[src/rtl/ct_pkg.sv]
// Shared types and helpers for the ct_* merge blocks: arbiter state encoding and clog2.
package ct_pkg;

  typedef enum logic {
    S_IDLE = 1'b0,
    S_LOCK = 1'b1
  } state_t;

  function automatic int clog2(input int value);
    int result;
    int v;
    result = 0;
    v = value - 1;
    while (v > 0) begin
      result = result + 1;
      v = v >> 1;
    end
    return result;
  endfunction

endpackage

[src/rtl/ct_skid2.sv]
// Two-entry output buffer: ready comes straight from a flop, one cycle of latency,
// full throughput, head entry held stable while the consumer stalls.
module ct_skid2 #(
  parameter int WIDTH = 8
) (
  input  logic             clk,
  input  logic             reset,
  input  logic [WIDTH-1:0] i_data,
  input  logic             i_valid,
  output logic             o_ready,
  output logic [WIDTH-1:0] o_data,
  output logic             o_valid,
  input  logic             i_ready
);

  logic [WIDTH-1:0] head_q, head_d;
  logic [WIDTH-1:0] tail_q, tail_d;
  logic [1:0]       count_q, count_d;
  logic             not_full_q, not_full_d;
  logic             push;
  logic             pop;

  assign push = i_valid & not_full_q;
  assign pop  = (count_q != 2'd0) & i_ready;

  always_comb begin
    head_d  = head_q;
    tail_d  = tail_q;
    count_d = count_q;
    // Retire the head first so a same-cycle push lands in the freed slot.
    if (pop) begin
      head_d  = tail_q;
      count_d = count_q - 2'd1;
    end
    if (push) begin
      if (count_d == 2'd0) begin
        head_d = i_data;
      end else begin
        tail_d = i_data;
      end
      count_d = count_d + 2'd1;
    end
    not_full_d = (count_d != 2'd2);
  end

  always_ff @(posedge clk or posedge reset) begin
    if (reset) begin
      head_q     <= '0;
      tail_q     <= '0;
      count_q    <= 2'd0;
      not_full_q <= 1'b1;
    end else begin
      head_q     <= head_d;
      tail_q     <= tail_d;
      count_q    <= count_d;
      not_full_q <= not_full_d;
    end
  end

  assign o_ready = not_full_q;
  assign o_valid = (count_q != 2'd0);
  assign o_data  = head_q;

endmodule

[src/rtl/ct_merge_ex.sv]
// Round-robin merge of RADIX valid/ready channels with optional packet locking.
// Define CT_MERGE_EX_OUT_REG_EN to register the merged output through ct_skid2.
module ct_merge_ex
  import ct_pkg::*;
#(
  parameter int RADIX    = 2,
  parameter int WIDTH    = 8,
  parameter int EOP      = 0,
  parameter int PKT_MODE = 1,
  localparam int SRCBITS = (clog2(RADIX) > 1) ? clog2(RADIX) : 1
) (
  input  logic                     clk,
  input  logic                     reset,
  input  logic [RADIX*WIDTH-1:0]   i_data,
  input  logic [RADIX-1:0]         i_valid,
  output logic [RADIX-1:0]         o_ready,
  output logic [WIDTH-1:0]         o_data,
  output logic                     o_valid,
  output logic [SRCBITS-1:0]       o_src,
  input  logic                     i_ready
);

  state_t             state_q, state_d;
  logic [SRCBITS-1:0] last_q, last_d;
  logic [SRCBITS-1:0] sel;
  logic [WIDTH-1:0]   sel_data;
  logic               sel_valid;
  logic               int_ready;
  logic               in_fire;

  always_ff @(posedge clk or posedge reset) begin
    if (reset) begin
      state_q <= S_IDLE;
      last_q  <= SRCBITS'(RADIX - 1);
    end else begin
      state_q <= state_d;
      last_q  <= last_d;
    end
  end

  // Rotating priority starts just after the last served channel, which is searched last.
  always_comb begin
    logic found;
    int   idx;
    found = 1'b0;
    idx   = 0;
    sel   = last_q;
    if (state_q == S_IDLE) begin
      for (int i = 1; i <= RADIX; i++) begin
        idx = (int'(last_q) + i) % RADIX;
        if (!found && i_valid[idx]) begin
          sel   = SRCBITS'(idx);
          found = 1'b1;
        end
      end
    end
    if (RADIX == 1) begin
      sel = '0;
    end
    sel_data  = i_data[int'(sel)*WIDTH +: WIDTH];
    sel_valid = i_valid[sel];
  end

  assign in_fire = sel_valid & int_ready;

  always_comb begin
    state_d = state_q;
    last_d  = last_q;
    if (in_fire) begin
      last_d = sel;
      if (PKT_MODE != 0) begin
        case (state_q)
          S_IDLE:  if (!sel_data[EOP]) state_d = S_LOCK;
          S_LOCK:  if (sel_data[EOP])  state_d = S_IDLE;
          default: state_d = S_IDLE;
        endcase
      end
    end
  end

  generate
    for (genvar gi = 0; gi < RADIX; gi++) begin : g_ready
      assign o_ready[gi] = int_ready & ~reset & (sel == SRCBITS'(gi));
    end
  endgenerate

`ifdef CT_MERGE_EX_OUT_REG_EN
  logic [SRCBITS+WIDTH-1:0] skid_out;

  ct_skid2 #(
    .WIDTH(SRCBITS + WIDTH)
  ) u_skid (
    .clk    (clk),
    .reset  (reset),
    .i_data ({sel, sel_data}),
    .i_valid(sel_valid),
    .o_ready(int_ready),
    .o_data (skid_out),
    .o_valid(o_valid),
    .i_ready(i_ready)
  );

  assign o_data = skid_out[WIDTH-1:0];
  assign o_src  = skid_out[WIDTH +: SRCBITS];
`else
  assign int_ready = i_ready;
  assign o_valid   = sel_valid & ~reset;
  assign o_data    = sel_data;
  assign o_src     = sel;
`endif

endmodule
[config.mk]
export PLATFORM = sky130hd
export DESIGN_NAME = ct_merge_ex
export DESIGN_NICKNAME = d
export VERILOG_FILES = /design/src/rtl/ct_pkg.sv /design/src/rtl/ct_skid2.sv /design/src/rtl/ct_merge_ex.sv
export SDC_FILE = /design/constraint.sdc
export NUM_CORES = 1
export LEC_CHECK = 0
export CORE_AREA = 2 2 39 41
export DETAILED_ROUTE_END_ITERATION = 6
export DIE_AREA = 0 0 41 43
export PLACE_DENSITY = 0.68
export SKIP_LAST_GASP = 1
export SLEW_MARGIN = 20
export SYNTH_ARGS = -nofsm -noshare
export SYNTH_HDL_FRONTEND = slang
export SYNTH_SLANG_ARGS = --single-unit
[constraint.sdc]
create_clock -name clk -period 2.9 [get_ports clk]
set_input_delay 0.58 -clock clk [delete_from_list [all_inputs] [get_ports clk]]
set_output_delay 0.58 -clock clk [all_outputs]
set_load 0.03 [all_outputs]
* Word-level counts from Yosys, hierarchy flattened *
Cells that the tools add are included.
Widths: inputs -> output; s select.

word-level totals
  register bits = 2
  input bits = 21
  output and inout port bits = 12
  logic and storage cells = 33

operators by class
  add/sub/neg operators = 2
  magnitude comparators = 3
  shift-type cells = 1
  mux-type cells = 14
  bitwise gates (word level) = 9
  reduce and logical (&&, ||, !) cells = 2

operators with widths
  cell                 count
  $shiftx 16x5->8      1
  $mux 1               14
  $lt 2x3->1 const B   2
  $and 1x1->1          5
  $add 1x1->1 const B  2
  $and 1x1->1 const A  2
  $lt 1x2->1 const B   1
  $not 1->1            2
  $logic_and 1x1->1    1
  $logic_not 1->1      1

* Logic depth before layout (Yosys ltp) *
  depth after elaboration = 14
  mapped depth = 4
  mapped depth without buffers = 3

* Worst setup path after synthesis *
OpenSTA, ideal clock, no wires.

  path type = input to output
  start point = input i_valid[1]
  end point = output o_data[0]
  arrival = 1.754 ns
  data required time = 2.320 ns
  setup slack = 0.566 ns
  stages = 3
  cells stage by stage = nor3b_1 o32ai_1 a21boi_0

on the way
  cells in the longest elaborated chain, start to end = 10

RTL lines
  element                                     line               RTL
  start, declared                             ct_merge_ex.sv:15  input logic [RADIX-1:0] i_valid,
  $mux 1 (not written as such) (3 in series)  ct_merge_ex.sv:51  if (!found && i_valid[idx]) begin
  $mux 1                                      ct_merge_ex.sv:51
  $mux 1                                      ct_merge_ex.sv:48  if (state_q == S_IDLE) begin
  $logic_not 1->1                             ct_merge_ex.sv:51
  $logic_and 1x1->1                           ct_merge_ex.sv:51
  $mux 1 (*)                                  ct_merge_ex.sv:51
  $mux 1 (*)                                  ct_merge_ex.sv:48
  $shiftx 16x5->8 (*)                         ct_merge_ex.sv:60  sel_data = i_data[int'(sel)*WIDTH +: WIDTH];
  end, declared                               ct_merge_ex.sv:17  output logic [WIDTH-1:0] o_data,

Mark *: on every way between the ends. The rest lies on a longest branch, timed or not. The select of a mux whose other input is x is not followed.

* Worst setup path in the final report *
  start point = input i_valid[1]
  end point = output o_data[3]

The elaborated chain is that of the path after synthesis.

==> flow_summary_export.csv <==
group,metric,value,unit
clock_network,path_clk_slew,40,ps
synthesis,seq_area_frac_synth,16.40,%
synthesis,synth-seq-cells,2,
placement,dp.final_hpwl,909.8,µm
cells_and_area,fin_cells,89,
sta,min_period,2752,ps
global_route,grt_max_degree,9,
worst_setup_path,start_kind,"input pin",
cells_and_area,insertedDiodeCount,0,
floorplan,die_area,0.001763,mm²
floorplan,coreArea,0.001384,mm²
cells_and_area,seq_area,51.30,µm²
drt,first_pass_iters,4,
floorplan,fp.dieW,41,µm
clock_network,cts_buffers,3,
clock_network,cts_max_path_buffers,2,
sta,finalSetupViolCount,0,
sta,period_share,94.90,%
floorplan,start_util,22.60,%
sta,slew_headroom,77.19,%
global_route,first_global_vias,381,
worst_setup_path,worstPathMaxFanout,8,
pwr,vdd_drop_max,406.2,µV
drt,antenna_left,0,
clock_network,cts.htree.levels,1,
worst_setup_path,worstPathCellList,"clkdlybuf4s50_1 > nor2b_2 > o21ai_4 > mux2_2 > dlygate4sd2_1",
sta,worst_pin_slew,341.1,ps
pwr,p_total,579.7,µW
synthesis,synth-main-ff-cell,"dfstp_2",
floorplan,io_pins,33,
worst_setup_path,path_buf_inv,2,
synthesis,netlist_instances,35,
drt,drt_iter0_drc,10,
global_route,grt_pass1_wl,1.828,mm
clock_network,clockRootBuffer,"clkbuf_4",
sta,fmax,363.3,MHz
drt,routedWlPerCell,12.22,µm
pwr,p_int,295.4,µW
synthesis,ys_async_sr_fraction,100.0,%
job,drv_cap,0,
global_route,antenna_found_initial,0,
cells_and_area,design_area,679.4,µm²
worst_setup_path,setup.worst_path.end_class,"output port",
synthesis,synth_edf_count,0,
cells_and_area,syn_to_final_growth,117.2,%
placement,placed_cells,85,
clock_network,ctsHoldBuffers,0,
worst_setup_path,reg2reg_slack,1520,ps
worst_setup_path,ff2ff_path_depth,3,
synthesis,yosys_warnings,0,
worst_setup_path,cp_top_family,"buffers and inverters",
cells_and_area,multi_input_area,235.2,µm²
pwr,power.share.switching,49.04,%
global_route,grt_usage,15.53,%
cells_and_area,drive_gt1_share,27.40,%
placement,io_buffers,32,
hold_path,hold_path.class,"in2async",
cells_and_area,fillCellCount,135,
sta,drv_slew,0,
global_route,gr-total-overflow,0,
synthesis,synth.net_count,56,
worst_setup_path,crit_path_max_incr_delay,410,ps
pwr,switchingPower,284.3,µW
clock_network,cts_tree,"done",
clock_network,numClockSinks,2,
pwr,power_frac_comb,73.4,%
floorplan,die-height,43,µm
cells_and_area,mostFrequentLayoutCells,"clkdlybuf4s50_1, mux2_2, dlygate4sd2_1",
sta,rsz0062_at_grt,"false",
pwr,powerDensity,853.2,mW/mm²
pwr,pwr-share-clk,12.0,%
worst_setup_path,rr_startpoint,"last_q",
sta,finClkSkew,13.77,ps
placement,gp_congestion,0.6932,
cells_and_area,final_common_cell,"clkdlybuf4s50_1",
placement,pre_cts_slack,-104.6,ps
synthesis,synth_area,312.8,µm²
sta,layout_setup_ws,147.8,ps
drt,vias_per_cell,4.427,
worst_setup_path,cp-startpoint,"i_valid[1]",
synthesis,synth.distinct_cells,21,
worst_setup_path,required,2320,ps
sta,hold_viol_final,0,
cells_and_area,nNetsFinal,95,
worst_setup_path,cp_data_arrival_time,2170,ps
placement,placed_area,656.9,µm²
cells_and_area,utilization,49.10,%
worst_setup_path,critPathSlowestCell,"clkdlybuf4s50_1",
pwr,pwr-share-seq,14.6,%
drt,vias,394,
clock_network,clk_latency,230,ps
status,status,"finished clean",
synthesis,avgSynthCellArea,8.937,µm²
floorplan,fp-row-count,14,
worst_setup_path,worstSetupPathType,"in2out",
drt,wirelength,1.088,mm
drt,drc_errors,0,
worst_setup_path,worst_r2r_endpoint,"state_q",
pwr,p_leak,0.0003087,µW
[flip-flops by register name (all words and copies together), names as in the netlist]
| name | cells |
|---|---|
| last_q | 1 |
| state_q | 1 |
[synth_stat cells, types with 2 or more instances]
| cell type | n | area (µm²) |
|---|---|---|
| mux2_2 | 7 | 78.83 |
| nor2_1 | 2 | 7.510 |
| o21ai_0 | 3 | 15.01 |
| inv_1 | 4 | 15.01 |
| mux2i_1 | 2 | 20.02 |
| nor3b_1 | 2 | 15.01 |
[logic make-up (layout without fill, tap and decap cells)]
family,after synthesis,count (layout),share of synthesized area (%)
multiplexers,9,9,31.60
AND/OR/NAND/NOR,9,9,19.20
AO/OA/AOI/OAI,10,10,24.40
flip-flops,2,2,16.40
buffers and inverters,5,43,8.398
[power by group through the flow]
stage          logic (µW)  clock network, µW  registers, µW
2_1_floorplan         312                  0           60.5
6_report              425               69.5           84.8
5_1_grt               455               74.2           91.5
3_3_place_gp          454                  0           83.9
4_1_cts               431               72.9           84.9
3_5_place_dp          457                  0           85.1
[repair_timing]
item / in CTS / in global routing
pin swaps: 0 / 0
buffers inserted: 0 / 0
resized for setup: 7 / 2
setup endpoints to repair: 7 / 2
[area by class of cell]
class                      count  share of cell area [%]
sequential                     2                   7.551
inverter                       4                   2.210
timing repair buffer          35                   48.80
tap                           16                   2.947
clock buffer                   4                   3.867
multi-input combinational     28                   34.62
[stage by stage]
step           hold slack, ps  setup TNS (ps)
6_report                558.3               0
5_1_grt                 571.2               0
4_1_cts                 554.8               0
3_5_place_dp            623.5          -668.6
3_3_place_gp            626.0          -482.2
2_1_floorplan           325.4               0
[routing by layer]
| layer | wire, µm | vias to the layer above | GRT usage [%] |
|---|---|---|---|
| met5 | 0 | - | 0 |
| met4 | 0 | 0 | 8.000 |
| met1 | 435 | 176 | 19.81 |
| met3 | 52 | 0 | 3.665 |
| li1 | - | 206 | - |
| met2 | 601 | 12 | 23.13 |
[how the worst max path moves through the flow]
stage | to | slack (ps) | cells after the start
3_3_place_gp | o_data[3] | -80 | 5
4_1_cts | o_src | 40 | 6
2_1_floorplan | o_data[0] | 570 | 3
5_1_grt | o_data[6] | 80 | 5
6_report | o_data[3] | 150 | 5
3_5_place_dp | o_data[4] | -100 | 5
Power figures use the tool's default switching activity.
